==> src/rtl/mem_bus_ctrl_pkg.sv <==
// rtl/mem_bus_ctrl_pkg.sv - shared widths, FSM encoding and helpers for the memory-port sequencer
//
// Contents:
//   MEM_ADDR_WIDTH / MEM_DATA_WIDTH : default bus widths shared by the datapath
//   state_t                         : sequencer states (IDLE = 0, ACCESS = 1, DONE = 2)
//   is_word_aligned()               : word-alignment test on the low address bits

package mem_bus_ctrl_pkg;

    localparam int MEM_ADDR_WIDTH = 32;
    localparam int MEM_DATA_WIDTH = 32;

    typedef enum logic [1:0] {
        ST_IDLE   = 2'd0,
        ST_ACCESS = 2'd1,
        ST_DONE   = 2'd2
    } state_t;

    // Only word accesses exist on this port, so any set bit in [1:0] is an alignment fault.
    function automatic logic is_word_aligned(input logic [1:0] low_bits);
        return (low_bits == 2'b00);
    endfunction

endpackage

==> src/rtl/mem_bus_ctrl_if.sv <==
// rtl/mem_bus_ctrl_if.sv - request, status and memory-port signal bundle of the sequencer
//
// Signals:
//   req_valid/req_we/req_ir_load/req_addr/req_wdata : access request from the control FSM
//   busy/done/err_align/err_timeout                 : status back to the control and cause logic
//   ir_out/mdr_out                                  : instruction and memory data registers
//   mem_req/mem_we/mem_addr/mem_wdata               : request side of the memory handshake
//   mem_ack/mem_rdata                               : response side of the memory handshake
// Modports:
//   slave  : the sequencer (mem_bus_ctrl)
//   master : the environment (control FSM plus memory)

interface mem_bus_ctrl_if
    import mem_bus_ctrl_pkg::*;
#(
    parameter int ADDRESS_BUS_WIDTH = MEM_ADDR_WIDTH,
    parameter int DATA_BUS_WIDTH    = MEM_DATA_WIDTH
);

    logic                         req_valid;
    logic                         req_we;
    logic                         req_ir_load;
    logic [ADDRESS_BUS_WIDTH-1:0] req_addr;
    logic [DATA_BUS_WIDTH-1:0]    req_wdata;

    logic                         busy;
    logic                         done;
    logic                         err_align;
    logic                         err_timeout;
    logic [DATA_BUS_WIDTH-1:0]    ir_out;
    logic [DATA_BUS_WIDTH-1:0]    mdr_out;

    logic                         mem_req;
    logic                         mem_we;
    logic [ADDRESS_BUS_WIDTH-1:0] mem_addr;
    logic [DATA_BUS_WIDTH-1:0]    mem_wdata;
    logic                         mem_ack;
    logic [DATA_BUS_WIDTH-1:0]    mem_rdata;

    modport slave (
        input  req_valid, req_we, req_ir_load, req_addr, req_wdata,
        input  mem_ack, mem_rdata,
        output busy, done, err_align, err_timeout, ir_out, mdr_out,
        output mem_req, mem_we, mem_addr, mem_wdata
    );

    modport master (
        output req_valid, req_we, req_ir_load, req_addr, req_wdata,
        output mem_ack, mem_rdata,
        input  busy, done, err_align, err_timeout, ir_out, mdr_out,
        input  mem_req, mem_we, mem_addr, mem_wdata
    );

endinterface

==> src/rtl/mem_wait_counter.sv <==
// rtl/mem_wait_counter.sv - ack wait counter with terminal count at TIMEOUT_CYCLES-1
//
// Ports:
//   clk, reset_n : clock, asynchronous active-low reset
//   clear        : restart counting from zero (has priority over enable)
//   enable       : advance by one; saturates at the terminal value
//   terminal     : high while the count equals TIMEOUT_CYCLES-1

module mem_wait_counter #(
    parameter int TIMEOUT_CYCLES = 16
) (
    input  logic clk,
    input  logic reset_n,
    input  logic clear,
    input  logic enable,
    output logic terminal
);

    localparam int CW = (TIMEOUT_CYCLES > 2) ? $clog2(TIMEOUT_CYCLES) : 1;
    localparam logic [CW-1:0] LAST = CW'(TIMEOUT_CYCLES - 1);

    logic [CW-1:0] count;

    always_ff @(posedge clk or negedge reset_n) begin
        if (!reset_n) begin
            count <= '0;
        end else if (clear) begin
            count <= '0;
        end else if (enable && (count != LAST)) begin
            count <= count + CW'(1);
        end
    end

    assign terminal = (count == LAST);

endmodule

==> src/rtl/mem_bus_ctrl.sv <==
// rtl/mem_bus_ctrl.sv - multicycle memory-port sequencer with IR/MDR capture and fault flags
//
// Ports:
//   clk     : single clock, rising edge
//   reset_n : asynchronous active-low reset; clears state and every output
//   bus     : mem_bus_ctrl_if.slave - request, status, IR/MDR and memory handshake
// Parameters:
//   ADDRESS_BUS_WIDTH, DATA_BUS_WIDTH : must match the connected interface instance
//   TIMEOUT_CYCLES                    : cycles mem_req is held without ack (>= 2)

module mem_bus_ctrl
    import mem_bus_ctrl_pkg::*;
#(
    parameter int ADDRESS_BUS_WIDTH = MEM_ADDR_WIDTH,
    parameter int DATA_BUS_WIDTH    = MEM_DATA_WIDTH,
    parameter int TIMEOUT_CYCLES    = 16
) (
    input logic           clk,
    input logic           reset_n,
    mem_bus_ctrl_if.slave bus
);

    state_t state;
    state_t state_nx;

    logic                         busy_q;
    logic                         done_q;
    logic                         mem_req_q;
    logic                         mem_we_q;
    logic                         ir_load_q;
    logic                         err_align_q;
    logic                         err_timeout_q;
    logic [ADDRESS_BUS_WIDTH-1:0] mem_addr_q;
    logic [DATA_BUS_WIDTH-1:0]    mem_wdata_q;
    logic [DATA_BUS_WIDTH-1:0]    ir_q;
    logic [DATA_BUS_WIDTH-1:0]    mdr_q;

    logic aligned;
    logic wait_terminal;

    // Decoded actions, produced by the output process and consumed by the register process.
    logic busy_d;
    logic done_d;
    logic mem_req_d;
    logic accept;
    logic reject;
    logic read_load;
    logic timeout_hit;
    logic wait_enable;

    assign aligned = is_word_aligned(bus.req_addr[1:0]);

    mem_wait_counter #(
        .TIMEOUT_CYCLES(TIMEOUT_CYCLES)
    ) u_wait_counter (
        .clk     (clk),
        .reset_n (reset_n),
        .clear   (accept),
        .enable  (wait_enable),
        .terminal(wait_terminal)
    );

    always_ff @(posedge clk or negedge reset_n) begin
        if (!reset_n) begin
            state <= ST_IDLE;
        end else begin
            state <= state_nx;
        end
    end

    always_comb begin
        state_nx = state;
        case (state)
            ST_IDLE: begin
                if (bus.req_valid) begin
                    state_nx = aligned ? ST_ACCESS : ST_DONE;
                end
            end
            ST_ACCESS: begin
                // An ack arriving on the terminal cycle still completes normally.
                if (bus.mem_ack || wait_terminal) begin
                    state_nx = ST_DONE;
                end
            end
            ST_DONE: begin
                state_nx = ST_IDLE;
            end
            default: begin
                state_nx = ST_IDLE;
            end
        endcase
    end

    // Status outputs are decoded from the next state so that, once registered,
    // they line up with the state they describe.
    always_comb begin
        busy_d      = (state_nx != ST_IDLE);
        done_d      = (state_nx == ST_DONE);
        mem_req_d   = (state_nx == ST_ACCESS);
        accept      = (state == ST_IDLE) && bus.req_valid && aligned;
        reject      = (state == ST_IDLE) && bus.req_valid && !aligned;
        read_load   = (state == ST_ACCESS) && bus.mem_ack && !mem_we_q;
        timeout_hit = (state == ST_ACCESS) && !bus.mem_ack && wait_terminal;
        wait_enable = (state == ST_ACCESS) && !bus.mem_ack;
    end

    always_ff @(posedge clk or negedge reset_n) begin
        if (!reset_n) begin
            busy_q        <= 1'b0;
            done_q        <= 1'b0;
            mem_req_q     <= 1'b0;
            mem_we_q      <= 1'b0;
            ir_load_q     <= 1'b0;
            err_align_q   <= 1'b0;
            err_timeout_q <= 1'b0;
            mem_addr_q    <= '0;
            mem_wdata_q   <= '0;
            ir_q          <= '0;
            mdr_q         <= '0;
        end else begin
            busy_q    <= busy_d;
            done_q    <= done_d;
            mem_req_q <= mem_req_d;

            if (accept) begin
                mem_addr_q    <= bus.req_addr;
                mem_wdata_q   <= bus.req_wdata;
                mem_we_q      <= bus.req_we;
                ir_load_q     <= bus.req_ir_load;
                err_align_q   <= 1'b0;
                err_timeout_q <= 1'b0;
            end

            // A misaligned request never reaches memory; address registers keep the last access.
            if (reject) begin
                err_align_q   <= 1'b1;
                err_timeout_q <= 1'b0;
            end

            if (timeout_hit) begin
                err_timeout_q <= 1'b1;
            end

            if (read_load) begin
                if (ir_load_q) begin
                    ir_q <= bus.mem_rdata;
                end else begin
                    mdr_q <= bus.mem_rdata;
                end
            end
        end
    end

    assign bus.busy        = busy_q;
    assign bus.done        = done_q;
    assign bus.err_align   = err_align_q;
    assign bus.err_timeout = err_timeout_q;
    assign bus.ir_out      = ir_q;
    assign bus.mdr_out     = mdr_q;
    assign bus.mem_req     = mem_req_q;
    assign bus.mem_we      = mem_we_q;
    assign bus.mem_addr    = mem_addr_q;
    assign bus.mem_wdata   = mem_wdata_q;

endmodule

==> src/flat_wrapper.sv <==
// flat-port wrapper written by rule: the top's interface ports become plain ports
module mem_bus_ctrl_flat import mem_bus_ctrl_pkg::*;
#(
    parameter int ADDRESS_BUS_WIDTH = MEM_ADDR_WIDTH,
    parameter int DATA_BUS_WIDTH    = MEM_DATA_WIDTH,
    parameter int TIMEOUT_CYCLES    = 16
)
  (clk, reset_n, bus_req_valid, bus_req_we, bus_req_ir_load, bus_req_addr, bus_req_wdata, bus_mem_ack, bus_mem_rdata, bus_busy, bus_done, bus_err_align, bus_err_timeout, bus_ir_out, bus_mdr_out, bus_mem_req, bus_mem_we, bus_mem_addr, bus_mem_wdata);
  mem_bus_ctrl_if #(.ADDRESS_BUS_WIDTH(ADDRESS_BUS_WIDTH), .DATA_BUS_WIDTH(DATA_BUS_WIDTH)) bus_i ();
  input logic clk;
  input logic reset_n;
  input wire logic [$bits(bus_i.req_valid)-1:0] bus_req_valid;
  input wire logic [$bits(bus_i.req_we)-1:0] bus_req_we;
  input wire logic [$bits(bus_i.req_ir_load)-1:0] bus_req_ir_load;
  input wire logic [$bits(bus_i.req_addr)-1:0] bus_req_addr;
  input wire logic [$bits(bus_i.req_wdata)-1:0] bus_req_wdata;
  input wire logic [$bits(bus_i.mem_ack)-1:0] bus_mem_ack;
  input wire logic [$bits(bus_i.mem_rdata)-1:0] bus_mem_rdata;
  output wire logic [$bits(bus_i.busy)-1:0] bus_busy;
  output wire logic [$bits(bus_i.done)-1:0] bus_done;
  output wire logic [$bits(bus_i.err_align)-1:0] bus_err_align;
  output wire logic [$bits(bus_i.err_timeout)-1:0] bus_err_timeout;
  output wire logic [$bits(bus_i.ir_out)-1:0] bus_ir_out;
  output wire logic [$bits(bus_i.mdr_out)-1:0] bus_mdr_out;
  output wire logic [$bits(bus_i.mem_req)-1:0] bus_mem_req;
  output wire logic [$bits(bus_i.mem_we)-1:0] bus_mem_we;
  output wire logic [$bits(bus_i.mem_addr)-1:0] bus_mem_addr;
  output wire logic [$bits(bus_i.mem_wdata)-1:0] bus_mem_wdata;
  assign bus_i.req_valid = bus_req_valid;
  assign bus_i.req_we = bus_req_we;
  assign bus_i.req_ir_load = bus_req_ir_load;
  assign bus_i.req_addr = bus_req_addr;
  assign bus_i.req_wdata = bus_req_wdata;
  assign bus_i.mem_ack = bus_mem_ack;
  assign bus_i.mem_rdata = bus_mem_rdata;
  assign bus_busy = bus_i.busy;
  assign bus_done = bus_i.done;
  assign bus_err_align = bus_i.err_align;
  assign bus_err_timeout = bus_i.err_timeout;
  assign bus_ir_out = bus_i.ir_out;
  assign bus_mdr_out = bus_i.mdr_out;
  assign bus_mem_req = bus_i.mem_req;
  assign bus_mem_we = bus_i.mem_we;
  assign bus_mem_addr = bus_i.mem_addr;
  assign bus_mem_wdata = bus_i.mem_wdata;
  mem_bus_ctrl #(.ADDRESS_BUS_WIDTH(ADDRESS_BUS_WIDTH), .DATA_BUS_WIDTH(DATA_BUS_WIDTH), .TIMEOUT_CYCLES(TIMEOUT_CYCLES)) u_core (.clk(clk), .reset_n(reset_n), .bus(bus_i));
endmodule
==> config.mk <==
export PLATFORM = sky130hd
export DESIGN_NAME = mem_bus_ctrl_flat
export DESIGN_NICKNAME = d
export VERILOG_FILES = /design/src/rtl/mem_bus_ctrl_pkg.sv /design/src/rtl/mem_bus_ctrl_if.sv /design/src/rtl/mem_wait_counter.sv /design/src/rtl/mem_bus_ctrl.sv /design/src/flat_wrapper.sv
export SDC_FILE = /design/constraint.sdc
export NUM_CORES = 1
export LEC_CHECK = 0
export ABC_AREA = 0
export CAP_MARGIN = 5
export CELL_PAD_IN_SITES_DETAIL_PLACEMENT = 1
export CELL_PAD_IN_SITES_GLOBAL_PLACEMENT = 2
export CORE_MARGIN = 2
export CORE_UTILIZATION = 28
export CTS_CLUSTER_DIAMETER = 200
export DETAILED_ROUTE_END_ITERATION = 6
export PLACE_DENSITY_LB_ADDON = 0.12
export SLEW_MARGIN = 20
export SYNTH_ARGS = -nofsm -noshare
export SYNTH_HDL_FRONTEND = slang
export SYNTH_SLANG_ARGS = --single-unit
export TNS_END_PERCENT = 100
==> constraint.sdc <==
create_clock -name clk -period 2.28 [get_ports clk]
set_input_delay 0.57 -clock clk [delete_from_list [all_inputs] [get_ports clk]]
set_output_delay 0.57 -clock clk [all_outputs]
set_load 0.005 [all_outputs]
## Word-level counts from Yosys, hierarchy flattened

Cells that the tools add are included.
W data, S select, Z words.

- Equality and inequality tests: 5
- Reduce and logical (&&, ||, !) cells: 20
- Muxes and demuxes: 10
- $add $sub $neg: 1
- Bitwise gates (word level): 1

Operators by type and width:

| operator | number |
|---|---|
| $logic_and A1 B1 Y1 | 8 |
| $mux W4 | 2 |
| $mux W2 | 3 |
| $reduce_bool A2 Y1 | 3 |
| $add A4 B1 Y4 const B | 1 |
| $eq A2 B1 Y1 const B | 2 |
| $eq A4 B4 Y1 const B | 1 |
| $logic_not A2 Y1 | 2 |
| $mux W1 | 4 |
| $ne A4 B4 Y1 const B | 1 |
| $pmux W2 S2 | 1 |
| $reduce_and A2 Y1 | 2 |
| $logic_not A1 Y1 | 3 |
| $reduce_bool A3 Y1 | 1 |
| $eq A2 B2 Y1 const B | 1 |
| $logic_or A1 B1 Y1 | 1 |
| $not A1 Y1 | 1 |

- Input port bits: 102
- Register bits: 141

## Longest topological paths before layout

- Depth after elaboration: 6
- Gate-level depth with buffers: 7

## Cells and area by module

A second synthesis with hierarchy kept.

- Cell total of the unflattened synthesis: 325
- Area total of the unflattened synthesis: 5672.9 µm²

Modules (own cells, without submodules):

| module | cells an instance | area each (µm²) | instances |
|---|---|---|---|
| mem_bus_ctrl | 305 | 5444.0 | 1 |
| mem_wait_counter | 20 | 229.0 | 1 |

## Least setup slack after synthesis

No wires, ideal clock.

- Path kind: in2reg
- Start: in bus_req_valid
- End: reg u_core.mem_wdata_q[10], in the netlist u_core.bus.mem_wdata[10]
- Setup time: 0.125 ns
- Path slack: 0.308 ns
- Cell stages on the path: 6
- Arrival time: 1.847 ns
- Path through: or3b_4 -> or2_1 -> clkbuf_1 -> buf_6 -> buf_6 -> mux2_4

- Longest elaborated chain between the ends: 2

Ends and longest elaborated chain:

| item | line | source |
|---|---|---|
| start, declared | flat_wrapper.sv:12 | `input wire logic [$bits(bus_i.req_valid)-1:0] bus_req_valid;` |
| $logic_and A1 B1 Y1 (2 in series) | mem_bus_ctrl.sv:100 | `accept = (state == ST_IDLE) && bus.req_valid && aligned;` |
| end signal, assigned | mem_bus_ctrl.sv:127 | `mem_wdata_q <= bus.req_wdata;` |
| end, declared | mem_bus_ctrl.sv:34 | `logic [DATA_BUS_WIDTH-1:0] mem_wdata_q;` |

No other way between the ends.
A chain may end at the register's enable or synchronous reset.

## Final worst setup path

- Start: in bus_req_valid
- End: reg u_core.mem_wdata_q[9], in the netlist u_core.bus.mem_wdata[9]

The elaborated chain is that of the path after synthesis.

==> summary.txt <==
Outcome
  • Status: finished clean

Clocking
  • CTS tree: yes
  • Reg clk slew, reported paths: approximately 0.060 ns
  • H-tree Lvls: 4
  • Clock Tree Root: clkbuf_16
  • CTS buffer count: 17
  • CTS Hold Buffers Added: 0
  • Post-CTS setup buffers: 0
  • Maximum clock path buffer count: 2
  • Clock tree sinks: around 140
  • Clk_lat worst skew: 0.42 ns
  • Resized Gates After CTS: 0

Detailed routing
  • Vias per cell: ~4.3
  • Vias: 3664
  • Initial DRC count: 93
  • Total wire length: 14.6 mm
  • Residual DRC: 0
  • ANT nets after route: 0
  • Drt wl/cell: 17.1 µm
  • First-pass DRT Iterations: 4

Layout
  • Syn-to-layout area delta: 61.5%
  • Final net count: 680
  • ANT cells: 0
  • Share of layout cells above drive strength 1: 30.4%
  • Fillcell total: 1883

Setup path
  • WP data required: 2.58 ns
  • Crit path max fanout: 33
  • CP startpoint kind: input port
  • Crit-path leading delay family: buffers and inverters
  • R2r setup slk: around 0.46 ns
  • Crit-path slowest cell: clkdlybuf4s50_1
  • CP cell instances: clkdlybuf4s50_1 -> or3b_4 -> or2_4 -> buf_12 -> mux2_4
  • CP endpoint kind: register
  • Worst Path Arrival: 2.25 ns
  • Kind of critical path: in -> reg
  • CP Buf/Inv Count: 2
  • CP max stage delay: 0.49 ns

Die
  • Die Ht: 143 µm
  • Starting density of the core: 28.7%
  • IO Pins: 236
  • Die extent in x: ~140 µm
  • Die Area: just over 20000 µm²
  • Core Rows: 50
  • Core area: 18900 µm²

Yosys
  • Synth Cell Area: 5430 µm²
  • Distinct cell type count after synthesis: 30
  • Yosys reg bits: 141
  • Mapped Nets: roughly 430
  • Largest family of logic cells by synthesized area: multiplexers
  • Synth Area in Simple Gates: 2.47%
  • Mux contribution to synthesized area: 28.8%
  • Synthesis Warnings: 0
  • Sequential share of the synthesized area: 65.0%
  • Synth Area in Compound Gates: 1.36%
  • Post-Synth XOR/XNOR Area: 0%
  • Mean Syn Cell Area: 16.7 µm²
  • Post-Synth Adder-Cell Area: 0.230%
  • Post-Synthesis Cells: 326

STA
  • Final Hold Fails: 0
  • Final hold slack: 0.0521 ns
  • Fin crit share: between 80% and 90%
  • Setup Viol. Count Final: 0
  • Final slew viol count: 0
  • Relative slew slack: 71.6%
  • Final Skew: 0.00994 ns
  • Post-layout minimum cycle time: 1.95 ns
  • Unrepaired setup endpoints after global routing: false
  • Slew @ Worst Pin: approximately 0.42 ns
  • Max Clock Freq: approximately 500 MHz

Global route
  • Initial antenna violation count: 0
  • Aggregate global routing overflow: 0
  • Overall routing resource usage: 14.6%
  • Vias in the first global route: 4130
  • First-pass GRT wire length: between 20 and 25 mm
  • Largest net degree at the start of global routing: 64

Placement
  • RD Place Congestion: 0.687
  • I/O Buffers: about 240
  • HPWL after DPL: between 10 and 15 mm

Flow run
  • Max_cap viols: 0

Power
  • Max VDD drop: 509 µV
  • Pwr Density: 1110 nW/µm²
  • Pwr Total: between 9 and 10 mW
  • Leak: 3.86 nW

Hold path
  • Min-delay worst type: in -> async
-- cells in the final DEF (no fill, tap or decap), types with 2 or more instances in the layout --
cell             Yosys  final
a211oi_1             2      2
clkinvlp_4           0      2
and2_1               2      2
nand3_1              5      5
bufinv_16            0      2
o21ai_0              3      3
inv_1                2      2
clkbuf_8             0      4
o22ai_1              2      2
nor2_1               5      5
mux2_4              27     27
mux2_2             102    102
clkbuf_16            0     17
buf_4                0      9
buf_12               0      5
dfrtp_1            141    141
clkdlybuf4s50_1      0    234
clkinv_2             0      4
a21oi_1              3      3
-- worst reg2reg max path, stage by stage, from the launching register on --
cell	delay (ns)
dfrtp_1	0.47
or3b_4	0.43
or2_4	0.27
buf_12	0.19
mux2_4	0.34
-- synth_stat cells, drive strengths merged --
master	n	area, µm²
a211oi	2	15.0
buf	15	103
and2	2	12.5
nand2	1	3.75
nor2	5	18.8
dfrtp	141	3530
and3	1	6.26
nor3b	1	7.51
clkbuf	2	7.51
nor3	1	5.00
or2	2	12.5
o21a	1	7.51
ha	1	12.5
inv	2	7.51
nor4bb	1	10.0
o21ai	3	15.0
nand3	5	25.0
a21oi	3	15.0
o22ai	2	12.5
o31a	1	8.76
mux2	129	1550
nand2b	1	6.26
or3b	2	20.0
mux2i	1	10.0
nor2b	1	6.26
-- registers in the layout (all words and copies together) (netlist names) --
register                     flops
u_core.bus.mem_addr             32
u_core.bus.err_timeout           1
u_core.bus.mem_wdata            32
u_core.u_wait_counter.count      4
u_core.bus.busy                  1
u_core.bus.mem_we                1
u_core.ir_load_q                 1
u_core.bus.mdr_out              32
u_core.state                     2
u_core.bus.done                  1
u_core.bus.ir_out               32
u_core.bus.mem_req               1
u_core.bus.err_align             1
-- metrics by stage --
stage / worst slack, ns / std cells / TNS [ns] / instance area [µm²] / utilization (%)
2_1_floorplan: 0.308 / 326 / 0 / 5430 / -
3_3_place_gp: -0.107 / 818 / -7.85 / 8180 / 43.3
3_5_place_dp: -0.102 / 818 / -7.24 / 8180 / 43.3
4_1_cts: 0.336 / 849 / 0 / 8770 / 46.4
5_1_grt: 0.293 / 849 / 0 / 8770 / 46.4
6_report: 0.331 / 849 / 0 / 8770 / 46.4
-- cell families after synthesis --
kind of cell | Yosys count
buf+inv | 19
flops | 141
compound gates | 12
simple gates | 23
fa+ha+maj | 1
mux | 130
-- cell type report --
type	count	area, µm²	share of cell area [%]
inverters	2	7.51	0.0856
well taps	260	325	3.71
flip-flops and latches	141	3530	40.2
clock buffers	21	480	5.48
repair buffers	249	2520	28.7
multi-input cells	166	1790	20.5
clock inverters	10	113	1.28
-- final timing paths --
| kind | start | to | cells after the start |
|---|---|---|---|
| worst max-delay path | bus_req_valid | u_core.bus.mem_wdata[9] | 5 |
| worst min-delay path | reset_n | u_core.bus.mdr_out[7] | 1 |
| worst max register to register | u_core.state[1] | u_core.bus.mem_wdata[9] | 4 |
| worst min register to register | u_core.bus.mem_addr[0] | u_core.bus.mem_addr[0] | 1 |
| max in group asynchronous | reset_n | u_core.bus.ir_out[14] | 2 |
| min in group clk | u_core.bus.mem_addr[0] | u_core.bus.mem_addr[0] | 1 |
-- metal layers --
metal / GRT usage (%) / vias up / part of all wire, %
met5: 0 / - / 0
li1: - / 1652 / -
met2: 23.3 / 155 / 49
met1: 16.6 / 1845 / 39
met4: 5.26 / 0 / 1.1
met3: 7.68 / 12 / 11
-- power by group --
| group | internal (mW) | switching [mW] |
|---|---|---|
| combinational | 2.27 | 0.869 |
| clock | 1.72 | 1.05 |
| sequential | 3.37 | 0.464 |
No activity file was read; power rests on OpenSTA's default activity.
